$ cat src/rtl/pre_mem_stage.sv
// pre_mem_stage: pipeline register between EX and MEM.
// - Latches EX results and issues the data-SRAM request (req/addr_ok) for
//   loads and stores, exactly once per instruction.
// - Builds store byte strobes and replicated write data.
// - Reports the accepting cycle of a request to MEM via pms_req_ok.
// Build option: define PMS_ALIGN_CHECK_EN to raise AdEL/AdES on misaligned
// accesses. Without it the access address is forced aligned instead.
module pre_mem_stage #(
  parameter int ADDR_W = 32,
  parameter int DATA_W = 32
) (
  input  logic              clk,
  input  logic              reset,
  input  logic              flush,
  input  logic              ms_allowin,
  output logic              pms_allowin,
  input  logic              es_valid,
  input  logic [31:0]       es_pc,
  input  logic [ADDR_W-1:0] es_addr,
  input  logic              es_re,
  input  logic              es_we,
  input  logic [1:0]        es_size,
  input  logic [DATA_W-1:0] es_sdata,
  input  logic [4:0]        es_dest,
  input  logic              es_ex,
  input  logic [4:0]        es_excode,
  output logic              pms_valid_out,
  output logic [31:0]       pms_pc,
  output logic [ADDR_W-1:0] pms_result,
  output logic              pms_res_from_mem,
  output logic              pms_res_to_mem,
  output logic [4:0]        pms_dest,
  output logic              pms_ex,
  output logic [4:0]        pms_excode,
  output logic [ADDR_W-1:0] pms_badvaddr,
  output logic              pms_req_ok,
  output logic              data_req,
  output logic              data_wr,
  output logic [1:0]        data_size,
  output logic [ADDR_W-1:0] data_addr,
  output logic [3:0]        data_wstrb,
  output logic [DATA_W-1:0] data_wdata,
  input  logic              data_addr_ok
);

  localparam logic [4:0] EXC_ADEL = 5'h04;
  localparam logic [4:0] EXC_ADES = 5'h05;

  logic              valid_q;
  logic              req_done_q, req_done_d;
  logic [31:0]       pc_q;
  logic [ADDR_W-1:0] addr_q;
  logic              re_q, we_q;
  logic [1:0]        size_q;
  logic [DATA_W-1:0] sdata_q;
  logic [4:0]        dest_q;
  logic              ex_q;
  logic [4:0]        excode_q;

  logic              mem;
  logic              align_err;
  logic              ex_all;
  logic              ready_go;
  logic              leave;
  logic [ADDR_W-1:0] addr_al;
  logic [3:0]        wstrb_raw;

  // Alignment check / forced alignment of the access address
  always_comb begin
    align_err = 1'b0;
    addr_al   = addr_q;
`ifdef PMS_ALIGN_CHECK_EN
    align_err = (re_q | we_q) &
                (((size_q == 2'd1) & addr_q[0]) |
                 (size_q[1] & (addr_q[1:0] != 2'b00)));
`else
    if (size_q == 2'd1) begin
      addr_al[0] = 1'b0;
    end else if (size_q[1]) begin
      addr_al[1:0] = 2'b00;
    end
`endif
  end

  assign mem      = (re_q | we_q) & valid_q;
  assign ex_all   = ex_q | align_err;
  assign data_req = mem & ~ex_all & ~req_done_q & ~flush;
  assign pms_req_ok = data_req & data_addr_ok;
  assign ready_go = ~mem | ex_all | req_done_q | pms_req_ok;
  assign leave    = ready_go & ms_allowin;
  assign pms_allowin   = ~valid_q | leave;
  assign pms_valid_out = valid_q & ready_go;

  // Request-done flag: remembers an accepted request while MEM stalls us
  always_comb begin
    req_done_d = req_done_q;
    if (flush || leave) begin
      req_done_d = 1'b0;
    end else if (pms_req_ok) begin
      req_done_d = 1'b1;
    end
  end

  // Stage valid and request-done state
  always_ff @(posedge clk) begin
    if (reset || flush) begin
      valid_q    <= 1'b0;
      req_done_q <= 1'b0;
    end else begin
      req_done_q <= req_done_d;
      if (pms_allowin) begin
        valid_q <= es_valid;
      end
    end
  end

  // Payload latch from EX
  always_ff @(posedge clk) begin
    if (reset) begin
      pc_q     <= '0;
      addr_q   <= '0;
      re_q     <= 1'b0;
      we_q     <= 1'b0;
      size_q   <= '0;
      sdata_q  <= '0;
      dest_q   <= '0;
      ex_q     <= 1'b0;
      excode_q <= '0;
    end else if (es_valid && pms_allowin && !flush) begin
      pc_q     <= es_pc;
      addr_q   <= es_addr;
      re_q     <= es_re;
      we_q     <= es_we;
      size_q   <= es_size;
      sdata_q  <= es_sdata;
      dest_q   <= es_dest;
      ex_q     <= es_ex;
      excode_q <= es_excode;
    end
  end

  // Store strobes and lane-replicated write data
  always_comb begin
    wstrb_raw  = 4'b1111;
    data_wdata = sdata_q;
    case (size_q)
      2'd0: begin
        wstrb_raw  = 4'b0001 << addr_al[1:0];
        data_wdata = {4{sdata_q[7:0]}};
      end
      2'd1: begin
        wstrb_raw  = addr_al[1] ? 4'b1100 : 4'b0011;
        data_wdata = {2{sdata_q[15:0]}};
      end
      default: begin
        wstrb_raw  = 4'b1111;
        data_wdata = sdata_q;
      end
    endcase
  end

  // Exception code: upstream code wins, own AdEL/AdES otherwise, 0 when clean
  always_comb begin
    pms_excode = '0;
    if (ex_q) begin
      pms_excode = excode_q;
    end else if (align_err) begin
      pms_excode = re_q ? EXC_ADEL : EXC_ADES;
    end
  end

  assign data_wstrb       = we_q ? wstrb_raw : 4'b0000;
  assign data_wr          = we_q;
  assign data_size        = size_q;
  assign data_addr        = addr_al;
  assign pms_pc           = pc_q;
  assign pms_result       = addr_q;
  assign pms_badvaddr     = addr_q;
  assign pms_dest         = dest_q;
  assign pms_res_from_mem = re_q & valid_q;
  assign pms_res_to_mem   = we_q & valid_q;
  assign pms_ex           = ex_all & valid_q;

endmodule

$ cat config.mk
export PLATFORM = sky130hd
export DESIGN_NAME = pre_mem_stage
export DESIGN_NICKNAME = d
export VERILOG_FILES = /design/src/rtl/pre_mem_stage.sv
export SDC_FILE = /design/constraint.sdc
export NUM_CORES = 1
export LEC_CHECK = 0
export ABC_AREA = 1
export BUFFER_PORTS_ARGS = -buffer_cell sky130_fd_sc_hd__buf_4
export CORE_MARGIN = 2
export CORE_UTILIZATION = 35
export DETAILED_ROUTE_END_ITERATION = 7
export HOLD_SLACK_MARGIN = 0.12
export REMOVE_ABC_BUFFERS = 1
export SLEW_MARGIN = 20
export SYNTH_ARGS = -nofsm -noshare
export SYNTH_HDL_FRONTEND = slang
export SYNTH_SLANG_ARGS = --single-unit
$ cat constraint.sdc
create_clock -name clk -period 2.4 [get_ports clk]
set_clock_uncertainty 0.15 [all_clocks]
set_input_delay 0.36 -clock clk [delete_from_list [all_inputs] [get_ports clk]]
set_output_delay 0.36 -clock clk [all_outputs]
set_load 0.02 [all_outputs]
==> impl_metrics.toml, run 1 <==
[outcome]
status = "finished, final reports clean"

[drt]
first_pass_iters = 5
wl_per_cell_microns = 12.8
viasPerCell = 4.47
ant_nets = 0
remaining_drc_errors = 0
via_count = 6528
drt_iter0_drc = 333
routed_wirelength_microns = 18800

[die]
io_pins = 301
die_area_sq_um = 18000
die_h_microns = 134
initial_utilization_pct = 35.8
die_x_microns = 134
placementRows = 47
coreArea_sq_um = 16600

[worst_setup_path]
crit_path_start_kind = "flip-flop"
reg2reg_slack_ns = 0.50
worstPathArrival_ns = 1.77
path_max_fanout = 21
critPathKind = "flip-flop to output port"
endpoint_kind = "output port"
cp_data_required_time_ns = 1.89

[layout]
layout-drive-gt1-share_pct = 28.6
fin_util_pct = 57.8
antenna_cells = 0
fin_nets = 1345
area_growth_syn_to_layout_pct = 61.5
nFillCells = 1621

[global_routing]
overflow = 0
grt_pass1_vias = 5907
grt_use_total_pct = 20.0
grt_pass1_wl_microns = 29200
grt_max_degree = 112
antenna_found_initial = 1

[power_and_ir_drop]
combinationalPowerShare_pct = 22.6
power_switching_share_pct = 27.8
power.leakage_nw = 5.07
power_switching_mw = 1.72
p_int_mw = 4.46
power_density_nw_per_um2 = 645
max-vdd-ir-drop_mv = 0.470
sequentialPowerShare_pct = 34.2
power_frac_clock_pct = 43.2

[synthesis]
seq_area_frac_synth_pct = 38.1
yosys.area.top_type = "dfxtp_1"
yosysUniqueCellTypes = 17
synth.area.top_cells = "dfxtp_1 38%, nand2_1 11%, buf_4 9.7%"
synth_compound_area_share_pct = 11.5
synth-simple-area-share_pct = 27.8
synthAdderAreaFrac_pct = 0
synth.top_cell.area_share_pct = 38.1
synth_mux_area_share_pct = 0
yosys_warnings = 0
yosys.area_share.xor_xnor_pct = 0
synth_seq_cells = 113
synth_area_sq_um = 5940
synth_cells = 917
synth_top_family_by_area = "simple AND/OR/NAND/NOR gates"
synth_area_per_cell_sq_um = 6.47

[sta]
finalSetupViolCount = 0
fmax_ghz = 0.439
maxSlewViolCount = 0
final.setup.tns_ns = 0
whs_ns = 0.132
relSlewSlack_pct = 57.6
rsz0062_at_grt = "false"
finalHoldViolCount = 0
timing.final.crit_share_pct = 94.9
tightest_slew_ns = 0.636
layout_min_cycle_time_ns = 2.28

[placement]
gp_congestion = 0.827
hpwl_microns = 12100
port_buffers = 300

[cts]
cts_tree = "yes"
cts.htree.levels = 4
clkLatencyLatePin_ns = 0.41
clk_path_buf_depth = 2
cts_setup_buffers = 0
clock-sinks = 113
root_buffer = "clkbuf_16"
cts_buffers = 17
clkTransAtPathRegs_ns = 0.05

[job]
maxCapViolCount = 0

[hold_path]
hold_class = "input pin to flip-flop"
[per-layer routing]
metal  global-route usage, %  up-vias  routed length (microns)
met3                    5.22       28                     1270
met4                    7.19        2                      342
met2                    33.4      227                     9010
li1                        -     3389                        -
met1                    25.0     2882                     8120
met5                       0        -                       13
[power groups by stage]
stage	Clock, mW	Sequential, mW	Combinational (mW)
3_5_place_dp	0	2.15	1.26
5_1_grt	2.82	2.13	1.52
6_report	2.67	2.11	1.40
2_1_floorplan	0	2.33	0.489
4_1_cts	2.73	2.11	1.40
3_3_place_gp	0	2.15	1.25
[timing repair]
action                                 4_1_cts  5_1_grt
gates resized for setup                      1        4
hold buffers                               107        0
pin swaps                                    0        1
endpoints found under the hold margin      105        0
setup endpoints to repair                    1       11
gates cloned                                 0        1
[path summary, 6_finish.rpt]
check,startpoint,to,cells past startpoint
max,data_wr,pms_allowin,6
min,es_pc[31],pms_pc[31],5
max reg2reg,valid_q,pms_badvaddr[8],9
min reg2reg,sdata_q[11],sdata_q[11],2
[layout by cell type, fill, tap and decap left out, drive strengths merged]
| master | instances |
|---|---|
| nor2 | 122 |
| dlygate4sd3 | 107 |
| nand3 | 111 |
| clkbuf | 22 |
| clkinvlp | 3 |
| dfxtp | 113 |
| a21oi | 112 |
| o211ai | 9 |
| buf | 318 |
| bufinv | 4 |
| nor4 | 1 |
| o21ai | 9 |
| a21boi | 1 |
| inv | 136 |
| clkinv | 4 |
| nand2 | 169 |
[sequential cells by signal, indices dropped and copies added, names as in the netlist]
register / flops
data_size: 2
data_wr: 1
ex_all: 1
excode_q: 5
pms_badvaddr: 32
pms_dest: 5
pms_pc: 32
re_q: 1
req_done_q: 1
sdata_q: 32
valid_q: 1
[worst max-delay path: stages (launching register included)]
cell,delay [ns]
dfxtp_1,0.42
nand2_1,0.12
nand2_1,0.10
o211ai_1,0.12
nand2_2,0.20
nand2_8,0.18
buf_4,0.21
[Yosys cell counts]
cell type / number
buf_1: 8
a21oi_1: 112
a21boi_1: 1
buf_6: 1
dfxtp_1: 113
nor2_1: 122
clkinv_1: 1
nor4_1: 1
buf_4: 77
nand2_2: 1
nand2_1: 167
inv_1: 136
o21ai_0: 9
o211ai_1: 9
buf_2: 21
nand3_1: 111
clkbuf_1: 27
[area by class of cell]
class | count | area (sq um) | area share, %
Sequential cell | 113 | 2270 | 23.6
Timing Repair Buffer | 425 | 3530 | 36.9
Clock inverter | 10 | 158 | 1.64
Multi-Input combinational cell | 534 | 2370 | 24.8
Tap cell | 220 | 275 | 2.87
Clock buffer | 22 | 464 | 4.84
Inverter | 137 | 515 | 5.38
[per-stage QoR]
stage | cell area (sq um) | power, mW | setup slack (ns) | cells
final | 9590 | 6.18 | 0.124 | 1461
after global routing | 9590 | 6.47 | 0.000755 | 1461
after CTS | 9560 | 6.24 | 0.0613 | 1460
after detailed placement | 7870 | 3.41 | 0.427 | 1321
after global placement | 7870 | 3.40 | 0.463 | 1321
after floorplan | 5110 | 2.82 | -5.53 | 783
[kinds of logic after synthesis]
family                 Yosys count
DFF                            113
buffers and inverters          271
and+or+nand+nor                402
AOI/OAI and AO/OA              131
(Power assumes the default switching activity.)
==> inputs of run 2 (changes only) <==
--- a/config.mk
+++ b/config.mk
@@ -7,9 +7,10 @@
 export LEC_CHECK = 0
 export ABC_AREA = 1
 export BUFFER_PORTS_ARGS = -buffer_cell sky130_fd_sc_hd__buf_4
-export CORE_MARGIN = 2
+export CORE_MARGIN = 1
 export CORE_UTILIZATION = 35
 export DETAILED_ROUTE_END_ITERATION = 7
+export GPL_TIMING_DRIVEN = 0
 export HOLD_SLACK_MARGIN = 0.12
 export REMOVE_ABC_BUFFERS = 1
 export SLEW_MARGIN = 20
==> run 2 against run 1 <==
Against the previous run: combinational power hardly changed; worst setup slack worse by 0.024 ns; non-clock buffer count decreased by 15; routed wire length down 0.65%; hold slack got worse by 0.0025 ns; utilization shrank 0.47 points; design area decreased by 0.81%; largest power group unchanged.
==> impl_metrics.toml, run 2 (synthesized netlist as in run 1, its figures left out) <==
[worst_setup_path]
crit_start = "ex_all"
critPathBufInv = 2
slowest_delay_ns = 0.43
critPathSlowestCell = "dfxtp_2"
worstPathArrival_ns = 1.79
cp_cell_sequence = "nor2_1 > o211ai_1 > nand2_2 > nand2_8 > buf_16 > buf_4"
crit_path_start_kind = "flip-flop"
endpoint_kind = "output port"
critPathKind = "flip-flop to output port"
crit_family = "flip-flops"
cp_data_required_time_ns = 1.89
path_max_fanout = 56
reg2reg_from = "valid_q"

[placement]
dpl-instance-area_sq_um = 7880
port_buffers = 300
hpwl_microns = 11500
gp_congestion = 0.830

[sta]
fmax_ghz = 0.435
final.setup.tns_ns = 0
finalHoldViolCount = 0
maxSlewViolCount = 0
relSlewSlack_pct = 44.2
layout_min_cycle_time_ns = 2.30
tightest_slew_ns = 0.834
timing.final.crit_share_pct = 95.8
finalSetupViolCount = 0

[power_and_ir_drop]
power.leakage_nw = 5.02
power_density_nw_per_um2 = 627
total_power_mw = 5.96
max-vdd-ir-drop_mv = 0.471

[cts]
clkTransAtPathRegs_ns = 0.05
cts_buffers = 17
root_buffer = "clkbuf_16"
clkLatencyLatePin_ns = 0.41
cts.htree.levels = 4
clock-sinks = 113
cts_setup_buffers = 0
clk_path_buf_depth = 2
cts_tree = "yes"

[global_routing]
grt_use_total_pct = 21.0
antenna_found_initial = 0
grt_pass1_vias = 5925
overflow = 0
grt_max_degree = 114
grt_pass1_wl_microns = 29400

[drt]
routed_wirelength_microns = 18600
ant_nets = 0
viasPerCell = 4.50
first_pass_iters = 6
wl_per_cell_microns = 12.9
drt_iter0_drc = 228
remaining_drc_errors = 0
via_count = 6498

[outcome]
status = "finished, final reports clean"

[layout]
fin_nets = 1329
layout_common_cells = "300 x buf_4, 165 x nand2_1, 135 x inv_1"
layout-drive-gt1-share_pct = 28.5
multiInputGateArea_sq_um = 2370
nFillCells = 1619
antenna_cells = 0
layout.area.seq_sq_um = 2270
mostFrequentLayoutCell = "buf_4"
design_area_sq_um = 9510
area_growth_syn_to_layout_pct = 60.2

[die]
coreArea_sq_um = 16600
initial_utilization_pct = 35.8
die_x_microns = 132
die_h_microns = 132
die_area_sq_um = 17500
io_pins = 301
placementRows = 47

[hold_path]
min_from = "es_sdata[23]"
hold_class = "input pin to flip-flop"

[job]
maxCapViolCount = 0
[run 2: repair_timing]
| action | 4_1_cts | 5_1_grt |
|---|---|---|
| endpoints found under the hold margin | 98 | 0 |
| gates cloned | 1 | 0 |
| gates resized for setup | 8 | 1 |
| pin swaps | 0 | 1 |
| hold buffers | 100 | 0 |
| setup endpoints to repair | 31 | 2 |
[run 2: power by group]
group / internal (mW) / switching [mW] / total, mW
Sequential: 2.01 / 0.116 / 2.12
Combinational: 0.673 / 0.717 / 1.39
Clock: 1.57 / 0.878 / 2.45
Total: 4.25 / 1.71 / 5.96
[run 2: per-layer routing]
layer	track usage, %	share of wire (%)	vias up
met4	7.66	1.5	0
met5	0	0	-
li1	-	-	3361
met2	36.1	49	218
met1	25.2	43	2895
met3	5.23	6.4	24
[run 2: tightest hold or removal path, cell delays in order]
cell     delay [ns]
buf_4          0.08
inv_1          0.03
nand3_1        0.07
nand2_1        0.05
nor2_1         0.07
[run 2: final timing paths]
| kind | to | slack, ns | depth (start not counted) |
|---|---|---|---|
| min | sdata_q[23] | 0.13 | 5 |
| min reg2reg | sdata_q[13] | 0.33 | 2 |
| max reg2reg | req_done_q | 0.41 | 7 |
| max | pms_allowin | 0.10 | 6 |
[run 2: stage by stage]
stage	utilization [%]	setup slack [ns]	hold slack (ns)	std cells
after floorplan	-	-5.53	0.288	783
after global placement	46.1	-10.13	0.305	1303
after detailed placement	47.5	-0.515	0.318	1312
after CTS	57.3	0.0338	0.120	1445
after global routing	57.3	-0.00817	0.128	1445
final	57.3	0.100	0.129	1445
[run 2: final cells by class]
cell class / instances / share of cell area, %
clock buffer: 22 / 4.88
clock inverter: 10 / 1.16
tap: 220 / 2.89
inverter: 137 / 5.47
sequential: 113 / 23.9
timing repair buffer: 410 / 36.8
multi-input combinational: 533 / 24.9
==> inputs of run 3 (changes only) <==
--- a/config.mk
+++ b/config.mk
@@ -7,11 +7,14 @@
 export LEC_CHECK = 0
 export ABC_AREA = 1
 export BUFFER_PORTS_ARGS = -buffer_cell sky130_fd_sc_hd__buf_4
+export CELL_PAD_IN_SITES_DETAIL_PLACEMENT = 1
+export CELL_PAD_IN_SITES_GLOBAL_PLACEMENT = 1
 export CORE_MARGIN = 1
-export CORE_UTILIZATION = 35
+export CORE_UTILIZATION = 33
 export DETAILED_ROUTE_END_ITERATION = 7
 export GPL_TIMING_DRIVEN = 0
 export HOLD_SLACK_MARGIN = 0.12
+export PLACE_DENSITY_LB_ADDON = 0.1
 export REMOVE_ABC_BUFFERS = 1
 export SLEW_MARGIN = 20
 export SYNTH_ARGS = -nofsm -noshare
==> run 3 against run 2 <==
Against the previous run: cell count down 0.14%; die area up 6.0%; sequential share of layout area up 0.064 points; highest routed layer unchanged; routed wire length up 13%; combinational power up 3%.
==> impl_metrics.toml, run 3 (synthesized netlist as in run 1, its figures left out) <==
[job]
maxCapViolCount = 0

[sta]
relSlewSlack_pct = 55.4
layout_min_cycle_time_ns = 2.26
maxSlewViolCount = 0
timing.final.crit_share_pct = 94.1
fmax_ghz = 0.443
finalSetupViolCount = 0
rsz0062_at_grt = "false"
tightest_slew_ns = 0.669
finalHoldViolCount = 0
finalWorstSetupSlack_ns = 0.141

[placement]
hpwl_microns = 13300
place_ws_ns = -0.383
gp_congestion = 0.754
placed_cells = 1318
port_buffers = 300
dpl-instance-area_sq_um = 7920

[cts]
clk_path_buf_depth = 2
cts_tree = "yes"
cts.htree.levels = 4
cts_buffers = 17
clkLatencyLatePin_ns = 0.41
clkTransAtPathRegs_ns = 0.06
root_buffer = "clkbuf_16"
clock-sinks = 113

[hold_path]
hold_class = "input pin to flip-flop"

[layout]
fin_nets = 1323
layout-drive-gt1-share_pct = 29.6
multiInputGateArea_sq_um = 2410
layout.area.seq_sq_um = 2270
area_growth_syn_to_layout_pct = 59.9
mostFrequentLayoutCell = "buf_4"
design_area_sq_um = 9490
nFillCells = 2217
antenna_cells = 0
layout_common_cells = "304 x buf_4, 165 x nand2_1, 135 x inv_1"
layoutNonFillerInstCount = 1443

[power_and_ir_drop]
max-vdd-ir-drop_mv = 0.501
total_power_mw = 6.09
power_density_nw_per_um2 = 641
power.leakage_nw = 5.03

[die]
die_x_microns = 136
io_pins = 301
die_area_sq_um = 18500
coreArea_sq_um = 17400
die_h_microns = 136
placementRows = 48
initial_utilization_pct = 34.1

[global_routing]
overflow = 0
antenna_found_initial = 0
grt_use_total_pct = 22.7
grt_pass1_wl_microns = 32700
grt_max_degree = 111
grt_pass1_vias = 6487

[drt]
drt_iter0_drc = 264
ant_nets = 0
first_pass_iters = 4
routed_wirelength_microns = 21100
remaining_drc_errors = 0
via_count = 6685
wl_per_cell_microns = 14.6
viasPerCell = 4.63

[worst_setup_path]
crit_family = "simple AND/OR/NAND/NOR gates"
path_max_fanout = 15
crit_path_start_kind = "flip-flop"
critPathKind = "flip-flop to output port"
cp_cell_sequence = "nand2_1 > nand2_1 > o211ai_1 > nand2_4 > nand2_8 > buf_4"
endpoint_kind = "output port"
slowest_delay_ns = 0.47
cp_data_required_time_ns = 1.89
crit_path_frequent_cell = "nand2_1"
critPathSlowestCell = "dfxtp_4"
critPathBufInv = 1
worstPathArrival_ns = 1.75

[outcome]
status = "finished, final reports clean"
## run 3: cell types whose count changed in the layout (fill, tap and decap cells not counted), moves of 2 or more
| cell | before | now |
|---|---|---|
| dlygate4sd3_1 | 100 | 86 |
| nand2_4 | 0 | 4 |
| clkinvlp_4 | 4 | 2 |
| buf_4 | 300 | 304 |
| clkinv_2 | 5 | 8 |
| buf_16 | 5 | 7 |
| clkbuf_1 | 3 | 0 |
## run 3: path summary, 6_finish.rpt
kind                                          to        start  slack (ns)  cells after the start
worst min register to register       sdata_q[10]  sdata_q[10]        0.33                      2
worst max-delay path                 pms_allowin      valid_q        0.14                      6
worst min-delay path                        re_q        es_re        0.13                      5
worst max register to register  pms_badvaddr[28]      valid_q        0.19                      9
## run 3: repair_timing
| item | CTS | global route |
|---|---|---|
| setup endpoints to repair | 87 | 6 |
| hold buffers | 86 | 0 |
| endpoints found under the hold margin | 85 | 0 |
| buffers inserted | 0 | 5 |
| cloned | 3 | 0 |
| resized for setup | 10 | 2 |
| pin swaps | 1 | 2 |
## run 3: routing by layer
metal | vias to the layer above | track usage (%) | part of all wire, %
met5 | - | 0 | 0
met4 | 0 | 7.04 | 1.2
met3 | 21 | 7.53 | 7.9
met2 | 197 | 39.5 | 49
met1 | 3113 | 26.0 | 42
li1 | 3354 | - | -
## run 3: worst register-to-register path, stage by stage, from the launching register on
cell and delay, ns:
dfxtp_4 0.41, nand2_1 0.12, nand2_1 0.07, o211ai_1 0.18, nand2_4 0.13, buf_4 0.17, nand2_4 0.50, nand3_1 0.20
nand2_1 0.12, nor2_1 0.04
## run 3: power by group
| part | leakage [nW] | switching (mW) | total [mW] | internal (mW) |
|---|---|---|---|---|
| Combinational | 3.80 | 0.749 | 1.43 | 0.678 |
| Sequential | 0.934 | 0.112 | 2.12 | 2.01 |
| Clock | 0.294 | 0.879 | 2.54 | 1.66 |
| Total | 5.03 | 1.74 | 6.09 | 4.35 |
## run 3: final cells by class
cell class	count	area share (%)
well taps	225	2.97
clock inverters	12	1.48
multi-input cells	536	25.4
flip-flops and latches	113	23.9
repair buffers	401	36.0
clock buffers	19	4.77
inverters	137	5.48
## run 3: metrics by stage
step | util [%] | hold WS (ns) | setup TNS [ns]
after floorplan | - | 0.288 | -615.76
after global placement | 43.9 | 0.304 | -1084.11
after detailed placement | 45.5 | 0.319 | -9.42
after CTS | 54.2 | 0.121 | 0
after global routing | 54.5 | 0.129 | 0
final | 54.5 | 0.129 | 0
